File: src/rtl/mole_scheduler.sv
// rtl/mole_scheduler.sv - whack-a-mole round scheduler, optional lit-time speed-up under MOLE_SPEEDUP_EN
module mole_scheduler #(
    parameter int UP_TICKS     = 8,
    parameter int GAP_TICKS    = 2,
    parameter int ROUNDS       = 16,
    parameter int MIN_UP_TICKS = 2
) (
    input  logic       clk,
    input  logic       rst,
    input  logic       tick,
    input  logic       start,
    input  logic [7:0] btn,
    output logic [7:0] mole,
    output logic [7:0] score,
    output logic [7:0] miss,
    output logic       busy,
    output logic       game_over
);
    typedef enum logic [2:0] {IDLE, SPAWN, UP, HIT, GAP, OVER} state_t;

    // The lit time never starts below the speed-up floor.
    localparam logic [7:0] UP_T     = 8'((UP_TICKS > MIN_UP_TICKS) ? UP_TICKS : MIN_UP_TICKS);
    localparam logic [7:0] GAP_T    = 8'(GAP_TICKS);
    localparam logic [7:0] ROUNDS_T = 8'(ROUNDS);

    state_t     state, state_nx;
    logic [7:0] lfsr;
    logic [7:0] timer, timer_nx;
    logic [7:0] rnd, rnd_nx;
    logic [7:0] btn_q, rise;
    logic [7:0] score_nx, miss_nx, mole_nx;
    logic [7:0] lit_time;
    logic [2:0] idx, idx_nx, spawn_idx;
    logic       lit_rise, expire, busy_nx, over_nx;

    function automatic logic [7:0] sat_inc(input logic [7:0] v);
        return (v == 8'hFF) ? v : v + 8'd1;
    endfunction

    assign rise      = btn & ~btn_q;
    assign lit_rise  = rise[idx];
    assign expire    = tick && (timer <= 8'd1);
    // idx holds the previous round's pick until SPAWN overwrites it.
    assign spawn_idx = (lfsr[2:0] == idx) ? lfsr[2:0] + 3'd1 : lfsr[2:0];

`ifdef MOLE_SPEEDUP_EN
    localparam logic [7:0] MIN_T = 8'(MIN_UP_TICKS);
    logic [7:0] lit_q, lit_nx;

    always_comb begin
        lit_nx = lit_q;
        if ((state == IDLE || state == OVER) && start)
            lit_nx = UP_T;
        else if (state == UP && lit_rise && score != 8'hFF &&
                 score_nx[1:0] == 2'd0 && lit_q > MIN_T)
            lit_nx = lit_q - 8'd1;
    end

    always_ff @(negedge clk or negedge rst) begin
        if (!rst)
            lit_q <= UP_T;
        else
            lit_q <= lit_nx;
    end

    assign lit_time = lit_q;
`else
    assign lit_time = UP_T;
`endif

    always_ff @(negedge clk or negedge rst) begin
        if (!rst) begin
            state     <= IDLE;
            lfsr      <= 8'hA5;
            timer     <= 8'd0;
            rnd       <= 8'd0;
            idx       <= 3'd0;
            btn_q     <= 8'd0;
            score     <= 8'd0;
            miss      <= 8'd0;
            mole      <= 8'd0;
            busy      <= 1'b0;
            game_over <= 1'b0;
        end else begin
            state     <= state_nx;
            lfsr      <= {lfsr[6:0], lfsr[7] ^ lfsr[5] ^ lfsr[4] ^ lfsr[3]};
            timer     <= timer_nx;
            rnd       <= rnd_nx;
            idx       <= idx_nx;
            btn_q     <= btn;
            score     <= score_nx;
            miss      <= miss_nx;
            mole      <= mole_nx;
            busy      <= busy_nx;
            game_over <= over_nx;
        end
    end

    always_comb begin
        state_nx = state;
        timer_nx = timer;
        rnd_nx   = rnd;
        idx_nx   = idx;
        score_nx = score;
        miss_nx  = miss;
        case (state)
            IDLE, OVER: begin
                if (start) begin
                    score_nx = 8'd0;
                    miss_nx  = 8'd0;
                    rnd_nx   = 8'd0;
                    state_nx = SPAWN;
                end
            end
            SPAWN: begin
                idx_nx   = spawn_idx;
                timer_nx = lit_time;
                state_nx = UP;
            end
            UP: begin
                // A correct hit wins over expiry and wrong presses in the same cycle.
                if (lit_rise) begin
                    score_nx = sat_inc(score);
                    timer_nx = GAP_T;
                    state_nx = HIT;
                end else if (expire) begin
                    miss_nx  = sat_inc(miss);
                    timer_nx = GAP_T;
                    state_nx = GAP;
                end else begin
                    if (tick)
                        timer_nx = timer - 8'd1;
                    if (rise != 8'd0)
                        miss_nx = sat_inc(miss);
                end
            end
            HIT: state_nx = GAP;
            GAP: begin
                if (tick) begin
                    if (timer <= 8'd1) begin
                        timer_nx = 8'd0;
                        rnd_nx   = rnd + 8'd1;
                        state_nx = (rnd + 8'd1 == ROUNDS_T) ? OVER : SPAWN;
                    end else begin
                        timer_nx = timer - 8'd1;
                    end
                end
            end
            default: state_nx = IDLE;
        endcase

        mole_nx = (state_nx == UP) ? (8'd1 << idx_nx) : 8'd0;
        busy_nx = !(state_nx == IDLE || state_nx == OVER);
        over_nx = (state_nx == OVER);
    end
endmodule

File: config.mk
export PLATFORM = sky130hd
export DESIGN_NAME = mole_scheduler
export DESIGN_NICKNAME = d
export VERILOG_FILES = /design/src/rtl/mole_scheduler.sv
export SDC_FILE = /design/constraint.sdc
export NUM_CORES = 1
export LEC_CHECK = 0
export ABC_AREA = 1
export ABC_CLOCK_PERIOD_IN_PS = 2000
export CORE_ASPECT_RATIO = 0.5
export CORE_MARGIN = 2
export CORE_UTILIZATION = 56
export CTS_BUF_LIST = sky130_fd_sc_hd__clkbuf_16
export CTS_CLUSTER_DIAMETER = 200
export CTS_CLUSTER_SIZE = 24
export DETAILED_ROUTE_END_ITERATION = 8
export GPL_TIMING_DRIVEN = 0
export PLACE_DENSITY = 0.87
export SLEW_MARGIN = 20
export SYNTH_ARGS = -nofsm -noshare
export SYNTH_HDL_FRONTEND = slang
export SYNTH_SLANG_ARGS = --single-unit
File: constraint.sdc
create_clock -name clk -period 2 [get_ports clk]
set_input_delay 0.4 -clock clk [delete_from_list [all_inputs] [get_ports clk]]
set_output_delay 0.4 -clock clk [all_outputs]
set_load 0.005 [all_outputs]
Word-level counts from Yosys, hierarchy flattened
Index checks and enable logic that the tools add are counted.
{"block": "totals", "reg_bits": 64}
{"block": "op_classes", "add_sub_neg": 5, "n_lt_le_gt_ge": 2, "n_eq_ne": 19, "shifts": 1, "muxes": 30, "n_bitwise": 5, "reduce_logical": 14}
{"cell": "8-bit 2-to-1 mux", "n": 15}
{"cell": "8-bit case mux with 2 select lines", "n": 3}
{"cell": "8-bit by 1-bit adder with 8-bit output (second input constant)", "n": 3}
{"cell": "3-bit 2-to-1 mux", "n": 8}
{"cell": "8-bit case mux with 3 select lines", "n": 1}
{"cell": "8-bit equality test (second input constant)", "n": 2}
{"cell": "3-bit case mux with 5 select lines", "n": 1}
{"cell": "2-bit inequality test (second input constant)", "n": 6}
{"cell": "4-bit AND reduction", "n": 3}
{"cell": "3-bit by 2-bit equality test with 1-bit output (second input constant)", "n": 3}
{"cell": "3-bit equality test (second input constant)", "n": 3}
{"cell": "8-bit AND", "n": 1}
{"cell": "8-bit by 5-bit equality test with 1-bit output (second input constant)", "n": 1}
{"cell": "8-bit by 1-bit <= comparator with 1-bit output (second input constant)", "n": 1}
{"cell": "8-bit NOT", "n": 1}
{"cell": "8-bit nonzero test", "n": 1}
{"cell": "1-bit by 3-bit left shift with 8-bit output (first input constant)", "n": 1}
{"cell": "8-bit by 1-bit subtractor with 8-bit output (second input constant)", "n": 1}
{"cell": "3-bit logical NOT", "n": 2}
{"cell": "3-bit by 4-bit less-than comparator with 1-bit output (second input constant)", "n": 1}
{"cell": "4-bit inequality test (second input constant)", "n": 1}
{"cell": "2-bit nonzero test", "n": 2}
{"cell": "3-bit by 1-bit adder with 3-bit output (second input constant)", "n": 1}
{"cell": "1-bit binary-select mux with 3-bit select", "n": 1}
{"cell": "11 further kinds", "n": 13}

Logic depth before layout (Yosys ltp)
{"block": "depth", "word_depth": 9, "ltp_mapped": 13, "mapped_depth_nobuf": 12}

==> reports/results.txt <==
FF-to-FF End: miss[0]$_DFFE_NN0P_
Main synth FF type: dfrtn_1
Crit. End Element: flop
Syn Inst Count: 461
Die X: 116 um
Hold path cells: 0
Met1 GRT Util: 42.6%
Die area: 6970 um2
Worst Setup Start Kind: primary input
Synthesized area per cell: 7.63 um2
# nets final: 569
Fill cells: 266
Remaining Overflow, GRT: 0
Commonest cells after routing, fill and taps aside: nand2_1, dfrtn_1, inv_1
Synthesized cell area: 3520 um2
Initial Utilization: 57.9%
Global-route wire length before repair: 17800 um
Sequential share of power: 22.8%
DPL Wire Length: 5620 um
Clk buf depth: 2
I/O Buffers: 37
PwrDens: 1480 nW/um2
Fin. Hold Viols: 0
ANT cells: 0
GRT met2 Usage: 55.3%
Core area: 6080 um2
Clock latency on the worst-skew pair: 0.42 ns
Total Routing Usage GR: 34.3%
Peak supply drop: 0.000888 V
Net Sw Power: 3.43 mW
Max_slew headroom: 55.1%
1st-pass router iterations: 6
I/O pin count: 38
Most common cell after layout, fill and taps aside: nand2_1
Area of the multi-input gates: 2090 um2
Final wirelength: 13700 um
RSZ-0062 raised after global routing: yes
Final Wtd Congestion: 0.856
CTS buffer count: 9
Drt drc: 0
Combinational cell fraction of total power: 52.3%
Most area-hungry cell type in the Yosys netlist: dfrtn_1
Worst slew pin tran: 0.670 ns
Crit path kind: primary input to flop
ANT nets after route: 0
Failing checks: setup timing
YS warnings: 0
Max_cap viols: 0
Vias post-DR: 4084
H-tree lvl count: 3
Setup Viol. Count Final: 64
Worst-path fanout max: 8
DR WL/cell: 21.3 um
Via/cell ratio: 6.35
Share of the synthesized area in the top cell type: 42.7%
Register area share after synthesis: 45.7%
Initial antenna violation count: 0
TritonCTS clock tree: yes
Vias in the first global route: 3611
GR Util met3: 10.1%
Rows: 20
FF+latch area: 1610 um2
Reg-to-Reg Start: timer[0]$_DFFE_NN0P_
Layout Area Growth over Synthesis: 42.7%
Fin. max-slew vios: 0
Clock Skew: 0.0739 ns
Post-synth EDFFs: 0
GRT busiest layer: met2
R2R setup slack: -0.22 ns
Clock power share: 24.9%
Hold endpoint: lfsr[7]$_DFF_NN1_
Async SR Flop Fraction: 100%
Hold crit path type: flop to flop
Int Power: 4.01 mW
Net Sw Frac: 46.1%
R2R cell count: 11
Leakage: 2.56 nW
Unique masters post-synth: 32
Largest net degree at the start of global routing: 34
Initial DRC Count: 528
Synth Net Count: 480
Clock sink count: 64
Outcome: finished, violations left
Die height: 60.1 um
Final Util: 82.6%
Synth top area cells: dfrtn_1, nand2_1, nand3_1, inv_1, nor2_1
Hold-fix buffers at CTS: 0
Worst path required time: 1.18 ns
Min-delay src: lfsr[6]$_DFF_NN0_
Clock slew at reported path FFs: 0.07 ns
#FFs+latches synth: 64
Setup TNS: -16.71 ns
Post-layout total power: 7.43 mW
Worst EP arrival: 1.64 ns
Share of layout cells above drive strength 1: 39.1%
Final WS setup: -0.459 ns
Root buf cell: clkbuf_16
## cells by family after synthesis
kind of cell	after synthesis	share of synthesized area, %
compound gates	36	5.69
xor+xnor	19	4.73
fa+ha+maj	7	2.49
buf+inv	66	7.61
flops	64	45.7
simple gates	269	33.8
## how the worst max path moves through the flow
stage	endpoint	from	slack [ns]	cells past startpoint
2_1_floorplan	timer[2]$_DFFE_NN0P_	btn[0]	-0.33	9
3_3_place_gp	timer[4]$_DFFE_NN0P_	rst	-2.39	1
5_1_grt	miss[0]$_DFFE_NN0P_	btn[0]	-0.46	11
3_5_place_dp	timer[3]$_DFFE_NN0P_	btn[0]	-1.13	9
4_1_cts	miss[0]	miss[0]$_DFFE_NN0P_	-0.31	1
6_report	miss[0]$_DFFE_NN0P_	btn[2]	-0.46	10
## per-layer routing
layer  share of wire [%]  wire [um]  vias to the layer above
met5                   0          0                        -
met2                  45       6140                      393
met3                  11       1570                      138
li1                    -          -                     1652
met1                  36       4930                     1901
met4                 7.9       1090                        0
## sequential cells by signal (all words and copies together) (netlist names), 3 cells and up
register and flops:
btn_q 8, idx 3, lfsr 8, miss 8, mole 8, rnd 8, score 8, state 3
timer 8
## through the flow
step | worst slack (ns) | instance area, um2 | instances | hold WS [ns]
2_1_floorplan | -0.327 | 3610 | 461 | 0.316
3_3_place_gp | -2.39 | 4090 | 586 | 0.334
3_5_place_dp | -1.13 | 4110 | 587 | 0.343
4_1_cts | -0.306 | 4790 | 635 | 0.309
5_1_grt | -0.465 | 5020 | 643 | 0.285
6_report | -0.459 | 5020 | 643 | 0.273
## repair_timing
action | 4_1_cts | 5_1_grt
gates cloned | 3 | 0
resized for setup | 218 | 54
setup buffers | 26 | 8
pin swaps | 45 | 21
endpoints found under the setup margin | 71 | 71
## final cells by class
class / count / area share (%)
plain buffers: 7 / 1.32
clock buffers: 10 / 4.99
clock inverters: 10 / 2.02
inverters: 58 / 4.39
multi-input cells: 331 / 41.7
flip-flops and latches: 64 / 32.0
well taps: 88 / 2.19
repair buffers: 75 / 11.4
## critical path, cell delays in order
cell      delay [ns]
buf_4           0.13
nand2_2         0.06
nand4_1         0.12
nor2_1          0.16
nand3_1         0.13
nor2_2          0.18
nor2_4          0.08
buf_6           0.15
nand3b_1        0.14
nand2_1         0.09
## power by group through the flow
stage | logic (mW) | registers (mW) | clock network [mW]
CTS | 3.17 | 1.66 | 1.80
detailed placement | 2.41 | 1.69 | 0.0156
global placement | 2.34 | 1.67 | 0.0156
finish | 3.88 | 1.69 | 1.85
global route | 4.06 | 1.71 | 1.89
floorplan | 1.78 | 1.66 | 0.0156
## cells in the mapped netlist, types with 3 or more instances
master,number
nor3_1,3
inv_2,6
inv_1,52
buf_4,5
o21ai_1,11
nand3_1,59
nand2_1,136
o21ai_0,16
xnor2_1,6
nand2_2,4
ha_1,7
nand4_1,11
xor2_1,13
dfstp_2,4
dfrtn_1,60
nor2_1,43
a21oi_1,4
No activity file was read; power rests on OpenSTA's default activity.
